$ cat config.mk
export PLATFORM = sky130hd
export DESIGN_NAME = instr_fetch
export DESIGN_NICKNAME = d
export VERILOG_FILES = /design/src/rtl/instr_fetch_pkg.sv /design/src/rtl/instr_fetch_pc_counter.sv /design/src/rtl/instr_fetch.sv
export SDC_FILE = /design/constraint.sdc
export NUM_CORES = 1
export LEC_CHECK = 0
export ABC_CLOCK_PERIOD_IN_PS = 1650
export CORE_MARGIN = 2
export CORE_UTILIZATION = 37
export CTS_BUF_LIST = sky130_fd_sc_hd__clkbuf_4 sky130_fd_sc_hd__clkbuf_8
export DETAILED_ROUTE_END_ITERATION = 6
export HOLD_SLACK_MARGIN = 0.02
export PLACE_DENSITY = 0.9
export SYNTH_ARGS = -nofsm -noshare
export SYNTH_HDL_FRONTEND = slang
export SYNTH_SLANG_ARGS = --single-unit
$ cat constraint.sdc
create_clock -name i_clk -period 1.65 [get_ports i_clk]
set_input_delay 0.495 -clock i_clk [delete_from_list [all_inputs] [get_ports i_clk]]
set_output_delay 0.495 -clock i_clk [all_outputs]
set_load 0.005 [all_outputs]
$ cat src/rtl/instr_fetch_pkg.sv
// rtl/instr_fetch_pkg.sv - fetch FSM encodings and instruction field positions
// Shared with the control unit decoder.
package instr_fetch_pkg;

  typedef enum logic [1:0] {
    ST_IDLE = 2'd0,
    ST_REQ  = 2'd1,
    ST_HOLD = 2'd2,
    ST_ERR  = 2'd3
  } fetch_state_t;

  localparam int OPC_HI = 15;
  localparam int RD_LO  = 11;
  localparam int RA_LO  = 8;
  localparam int IMM_HI = 7;

endpackage

$ cat src/rtl/instr_fetch_pc_counter.sv
// rtl/instr_fetch_pc_counter.sv - program counter with load and wrapping increment
// Load has priority over increment so a branch taken on the ack edge is not lost.
module instr_fetch_pc_counter #(
  parameter int WADDR = 8
) (
  input  logic             i_clk,
  input  logic             i_rst,
  input  logic             i_load,
  input  logic [WADDR-1:0] i_target,
  input  logic             i_inc,
  output logic [WADDR-1:0] o_pc
);

  logic [WADDR-1:0] r_pc;

  always_ff @(posedge i_clk) begin
    if (i_rst) begin
      r_pc <= '0;
    end else if (i_load) begin
      r_pc <= i_target;
    end else if (i_inc) begin
      r_pc <= r_pc + 1'b1;
    end
  end

  assign o_pc = r_pc;

endmodule

$ cat src/rtl/instr_fetch.sv
// rtl/instr_fetch.sv - fetch stage: PC, req/ack instruction read, IR and field decode
// Optional ack timeout with ERR state under INSTR_FETCH_TIMEOUT_EN.
module instr_fetch #(
  parameter int WADDR          = 8,
  parameter int WINSTR         = 16,
  parameter int WIMM           = 8,
  parameter int TIMEOUT_CYCLES = 15
) (
  input  logic              i_clk,
  input  logic              i_rst,
  input  logic              i_fetch_en,
  input  logic              i_pc_load,
  input  logic [WADDR-1:0]  i_pc_target,
  output logic              o_mem_req,
  output logic [WADDR-1:0]  o_mem_addr,
  input  logic              i_mem_ack,
  input  logic [WINSTR-1:0] i_mem_rdata,
  output logic              o_instr_valid,
  input  logic              i_instr_consume,
  output logic [WINSTR-1:0] o_ir,
  output logic [1:0]        o_opcode,
  output logic [2:0]        o_rd,
  output logic [2:0]        o_ra,
  output logic [WIMM-1:0]   o_imm,
  output logic [WADDR-1:0]  o_pc,
  output logic              o_fetch_err
);

  import instr_fetch_pkg::*;

  fetch_state_t      r_state;
  fetch_state_t      w_state_nxt;
  logic              w_ack_take;
  logic [WADDR-1:0]  w_pc;
  logic [WINSTR-1:0] r_ir;

  assign w_ack_take = (r_state == ST_REQ) && i_mem_ack;

  instr_fetch_pc_counter #(
    .WADDR (WADDR)
  ) u_pc_counter (
    .i_clk    (i_clk),
    .i_rst    (i_rst),
    .i_load   (i_pc_load),
    .i_target (i_pc_target),
    .i_inc    (w_ack_take),
    .o_pc     (w_pc)
  );

`ifdef INSTR_FETCH_TIMEOUT_EN
  localparam logic [3:0] CNT_LAST = 4'(TIMEOUT_CYCLES - 1);
  logic [3:0] r_wait_cnt;

  // Counts ack-less REQ cycles; held at zero outside REQ so each entry starts fresh.
  always_ff @(posedge i_clk) begin
    if (i_rst || (r_state != ST_REQ)) begin
      r_wait_cnt <= 4'd0;
    end else if (!i_mem_ack) begin
      r_wait_cnt <= r_wait_cnt + 4'd1;
    end
  end
`endif

  always_ff @(posedge i_clk) begin
    if (i_rst) begin
      r_state <= ST_IDLE;
      r_ir    <= '0;
    end else begin
      r_state <= w_state_nxt;
      if (w_ack_take) begin
        r_ir <= i_mem_rdata;
      end
    end
  end

  always_comb begin
    w_state_nxt   = r_state;
    o_mem_req     = 1'b0;
    o_instr_valid = 1'b0;
    o_fetch_err   = 1'b0;
    case (r_state)
      ST_IDLE: begin
        if (i_fetch_en) w_state_nxt = ST_REQ;
      end
      ST_REQ: begin
        o_mem_req = 1'b1;
        if (i_mem_ack) begin
          w_state_nxt = ST_HOLD;
`ifdef INSTR_FETCH_TIMEOUT_EN
        end else if (r_wait_cnt == CNT_LAST) begin
          w_state_nxt = ST_ERR;
`endif
        end
      end
      ST_HOLD: begin
        o_instr_valid = 1'b1;
        if (i_instr_consume) w_state_nxt = i_fetch_en ? ST_REQ : ST_IDLE;
      end
`ifdef INSTR_FETCH_TIMEOUT_EN
      ST_ERR: begin
        o_fetch_err = 1'b1;
      end
`endif
      default: w_state_nxt = ST_IDLE;
    endcase
  end

  assign o_mem_addr = w_pc;
  assign o_pc       = w_pc;
  assign o_ir       = r_ir;
  assign o_opcode   = r_ir[OPC_HI -: 2];
  assign o_rd       = r_ir[RD_LO +: 3];
  assign o_ra       = r_ir[RA_LO +: 3];
  assign o_imm      = r_ir[IMM_HI -: WIMM];

endmodule

## Yosys cells after proc, flatten, opt, wreduce, memory -nomap -nowiden

Cells that the tools add are included.

- Flip-flop bits (word level): 26
- Logic and storage cells: 22
- Output and inout bits: 51
- Input bits: 30

- Multiplexer cells: 9
- $add $sub $neg: 1
- Eq/ne operators: 5
- Reductions and logical operators: 4

Operators with widths:

| kind | count |
|---|---|
| $mux W8 | 2 |
| $add A8 B1 Y8 const B | 1 |
| $mux W2 | 3 |
| $ne A2 B2 Y1 const B | 3 |
| $pmux W2 S3 | 1 |
| $mux W1 | 3 |
| $reduce_and A3 Y1 | 1 |
| $eq A2 B1 Y1 const B | 1 |
| $eq A2 B2 Y1 const B | 1 |
| $logic_not A2 Y1 | 1 |
| $reduce_bool A2 Y1 | 1 |
| $logic_and A1 B1 Y1 | 1 |

## Longest topological paths before layout

- Depth in word-level cells: 4
- Gate-level depth with buffers: 5
- Depth with buffers taken out: 4

## Cells and area by module

Synthesis repeated with hierarchy kept, for this count alone.

- Cell total of the unflattened synthesis: 159
- Area total of the unflattened synthesis: 1488.9 sq um

By module, submodules not included:

| module | area each (sq um) | times used | cells each | seq. area each (sq um) |
|---|---|---|---|---|
| instr_fetch | 1024.7 | 1 | 106 | 360.3 |
| instr_fetch_pc_counter | 464.2 | 1 | 53 | 160.2 |

## Worst setup path after synthesis

Ideal clock, no wire load.

- Path type: input to register
- Start point: in i_mem_ack
- End point: reg u_pc_counter.r_pc[5], in the netlist u_pc_counter.o_pc[5]
- Data required time: 1.559 ns
- Stages: 3
- Arrival time: 1.334 ns
- Path slack: 0.225 ns
- Buffers on the path: 0
- Setup time: 0.091 ns
- Cell sequence: nand3b_2 > or4_1 > a311oi_1

- Word-level cells in the longest chain between the ends: 2

Ends and longest elaborated chain:

| item | RTL line | text |
|---|---|---|
| from (decl) | instr_fetch.sv:16 | `input logic i_mem_ack,` |
| $logic_and A1 B1 Y1 | instr_fetch.sv:37 | `assign w_ack_take = (r_state == ST_REQ) && i_mem_ack;` |
| $reduce_bool A2 Y1 (no line) | n/a |  |
| to (signal assigned) | instr_fetch_pc_counter.sv:20 | `r_pc <= i_target;` |
| to (signal assigned) | instr_fetch_pc_counter.sv:22 | `r_pc <= r_pc + 1'b1;` |
| to (decl) | instr_fetch_pc_counter.sv:14 | `logic [WADDR-1:0] r_pc;` |

Every way passes these cells.
A chain may end at the register's enable or synchronous reset.

## Final worst setup path

- Start point: reg u_pc_counter.r_pc[1], in the netlist u_pc_counter.o_pc[1]
- End point: out o_pc[1]

RTL lines:

| item | RTL line | text |
|---|---|---|
| to (decl) | instr_fetch.sv:25 | `output logic [WADDR-1:0] o_pc,` |

No word-level cell between the ends.

==> impl_metrics.toml <==
[status]
outcome = "completed"

[floorplan]
die_area_mm2 = 0.00391
io_pins = 81
initial_utilization = 0.383
die_height_um = 62.6
rows = 21
die_w_um = 62.6
fp.coreArea_mm2 = 0.00331

[finish]
stdcell_area_mm2 = 0.00225
drive_above_1_share = 0.294
instances_no_fill = 294
syn_to_final_growth_pct = 77.0
diodes = 0
nets = 280
fin_util = 0.678

[cts]
cts_buffers = 3
clock_latency_ns = 0.33
htree_levels = 1
ctsHoldBuffers = 0
path_clk_slew_ns = 0.14
tritoncts = "done"
cts.path.max_buffers = 2
cts_root_buf = "clkbuf_4"
cts_num_sinks = 26

[placed_design]
dp.cells = 264
dpl-instance-area_mm2 = 0.00199
gp_congestion = 0.779
port_buffers = 79
hpwl_um = 2500

[routing]
num_vias = 1369
dr.first_iter.drc_count = 42
vias_per_cell = 4.66
wl_um = 3650
first_pass_iters = 4
wire_per_inst_um = 12.4
drc = 0
ant_nets = 0

[critical_path]
crit_path_max_incr_delay_ns = 0.37
reg2reg_depth = 5
critical_path_class = "register to primary output"
regToRegEndpoint = "u_pc_counter.o_pc[4]$_SDFFE_PP0P_"
crit_path_top_delay_cell = "dfxtp_4"
cp.arrival_ns = 1.11
start_kind = "register"
critPathBufInv = 2
endpoint_kind = "primary output"
worst-path-max-fanout = 5
path_delay_family = "buffers and inverters"
crit_required_ns = 1.15
r2r-start = "r_state[1]$_SDFFE_PP0P_"
crit_chain = "buf_4 -> dlygate4sd2_1"
ff2ff_setup_slack_ns = 0.07

[timing]
max_freq_mhz = 622
rsz0062_at_grt = "false"
maxSlewViolCount = 0
period_share = 0.974
hold_slack_ns = 0.470
setup_violations = 0
finalCriticalPeriod_ns = 1.61
fin_worst_skew_ns = 0.00169
tns_ns = 0
hold_viol_final = 0

[worst_hold_path]
min_path_type = "register to register"
min_delay_worst_endpoint = "o_ir[8]$_SDFFE_PP0P_"
hold_start = "o_ir[8]$_SDFFE_PP0P_"
hold_path_depth = 2

[grt]
grt_remaining_overflow = 0
grt_pass1_wl_um = 6030
grt_use_total = 0.192
grt_pass1_vias = 1284
antenna_found_initial = 0
grt_max_degree = 16

[yosys]
synth_cell_types = 29
synth_nets = 192
ys_warn_count = 0
ys.flop_type = "dfxtp_1"
synthTopCellsByArea = "dfxtp_1 41%, buf_4 15%, nand2_1 10%"
ys_ff_latch = 26
async_reset_ff_frac = 0
ys_seq_area_frac = 0.410
synthCells = 161
yosys.area.top_type_share = 0.410
synth_top_area_cell = "dfxtp_1"
post_synth.cell_area_avg_um2 = 7.88
synth.cell_area_mm2 = 0.00127
synth-edff-count = 0

[flow_run]
max-cap-violations = 0

[power]
power.density_mw_per_mm2 = 663
peakVddDrop_mv = 0.421
p_leak_uw = 0.00109
==> cells in the mapped netlist (2+ instances only) <==
cell      count
a21oi_1      19
o21ai_0       4
nor3_1        2
dfxtp_1      26
clkbuf_1      5
a211oi_1      2
nand3_1       3
or4_1         2
buf_2         3
buf_4        25
inv_1         2
a311oi_1      5
or3_1         3
nor2_1       10
nand2_1      35
nor2b_1       2
==> registers in the layout, indices dropped and copies added, names as in the netlist <==
register	cells
o_ir	16
u_pc_counter.o_pc	8
r_state	2
==> report_power, final <==
part / switching, µW / total (µW) / leakage, µW / internal [µW]
registers: 18.8 / 683 / 0.000225 / 664
clock network: 199 / 445 / 0.0000279 / 246
logic: 143 / 362 / 0.000838 / 219
total: 361 / 1490 / 0.00109 / 1130
==> cell type report <==
type	count	area, µm²
fill	320	1060
timing repair buffer	116	1020
sequential	26	566
multi-input combinational	100	546
tap	46	57.6
clock inverter	1	30.0
clock buffer	3	22.5
inverter	2	7.51
==> worst max path at each step <==
stage	from	endpoint	slack, ns	cells past startpoint
after global placement	i_mem_ack	u_pc_counter.o_pc[5]$_SDFFE_PP0P_	-0.29	4
final	u_pc_counter.o_pc[1]$_SDFFE_PP0P_	o_pc[1]	0.04	2
after global routing	u_pc_counter.o_pc[1]$_SDFFE_PP0P_	o_pc[1]	0.005	2
after CTS	r_state[0]$_SDFFE_PP0P_	o_instr_valid	0.002	3
after detailed placement	i_mem_ack	u_pc_counter.o_pc[3]$_SDFFE_PP0P_	-0.35	5
after floorplan	i_mem_ack	u_pc_counter.o_pc[5]$_SDFFE_PP0P_	0.22	3
==> worst min-delay path: cells and delay by family (launching register included) <==
kind	cells	cell delay, ns
AOI/OAI and AO/OA	1	0.05
DFF	1	0.35
and+or+nand+nor	1	0.05
==> cells by family (layout without fill, tap and decap cells) <==
group | after synthesis | count (layout) | share of synthesized area
flip-flops | 26 | 26 | 0.410
AND/OR/NAND/NOR | 64 | 64 | 0.233
XOR/XNOR | 2 | 2 | 0.0138
adder cells (fa/ha/maj) | 1 | 1 | 0.00986
buffers and inverters | 35 | 122 | 0.180
other | 1 | 1 | 0.00296
AO/OA/AOI/OAI | 32 | 32 | 0.150
==> placed cells by master (no fill, tap or decap), types with 2 or more instances in the layout <==
master           synthesis  routed
nand2_1                 35      35
a311oi_2                 0       3
dlygate4sd2_1            0      49
clkdlybuf4s50_1          0      28
nor2_1                  10      10
inv_1                    2       2
a311oi_1                 5       2
a211oi_1                 2       2
dfxtp_4                  0       5
dfxtp_2                  0      21
a21oi_1                 19      19
clkbuf_4                 0       3
nor3_1                   2       2
buf_4                   25      36
or4_1                    2       2
or3_1                    3       3
nand3_1                  3       3
o21ai_0                  4       4
==> through the flow <==
stage	setup WS, ns	power, µW
3_5_place_dp	-0.346	1040
3_3_place_gp	-0.292	1030
5_1_grt	0.00472	1560
6_report	0.0431	1490
4_1_cts	0.00207	1490
2_1_floorplan	0.225	842
==> timing repair <==
| action | in CTS | in global routing |
|---|---|---|
| setup buffers | 26 | 0 |
| pin swaps | 0 | 3 |
| resized for setup | 84 | 6 |
| endpoints found under the setup margin | 50 | 5 |
==> layer usage <==
layer	vias to the layer above	GRT usage	part of all wire
met4	0	0.0778	0.016
li1	691	-	-
met1	627	0.211	0.40
met2	47	0.355	0.52
met5	-	0	0
met3	4	0.0396	0.064
No activity file was read; power rests on OpenSTA's default activity.
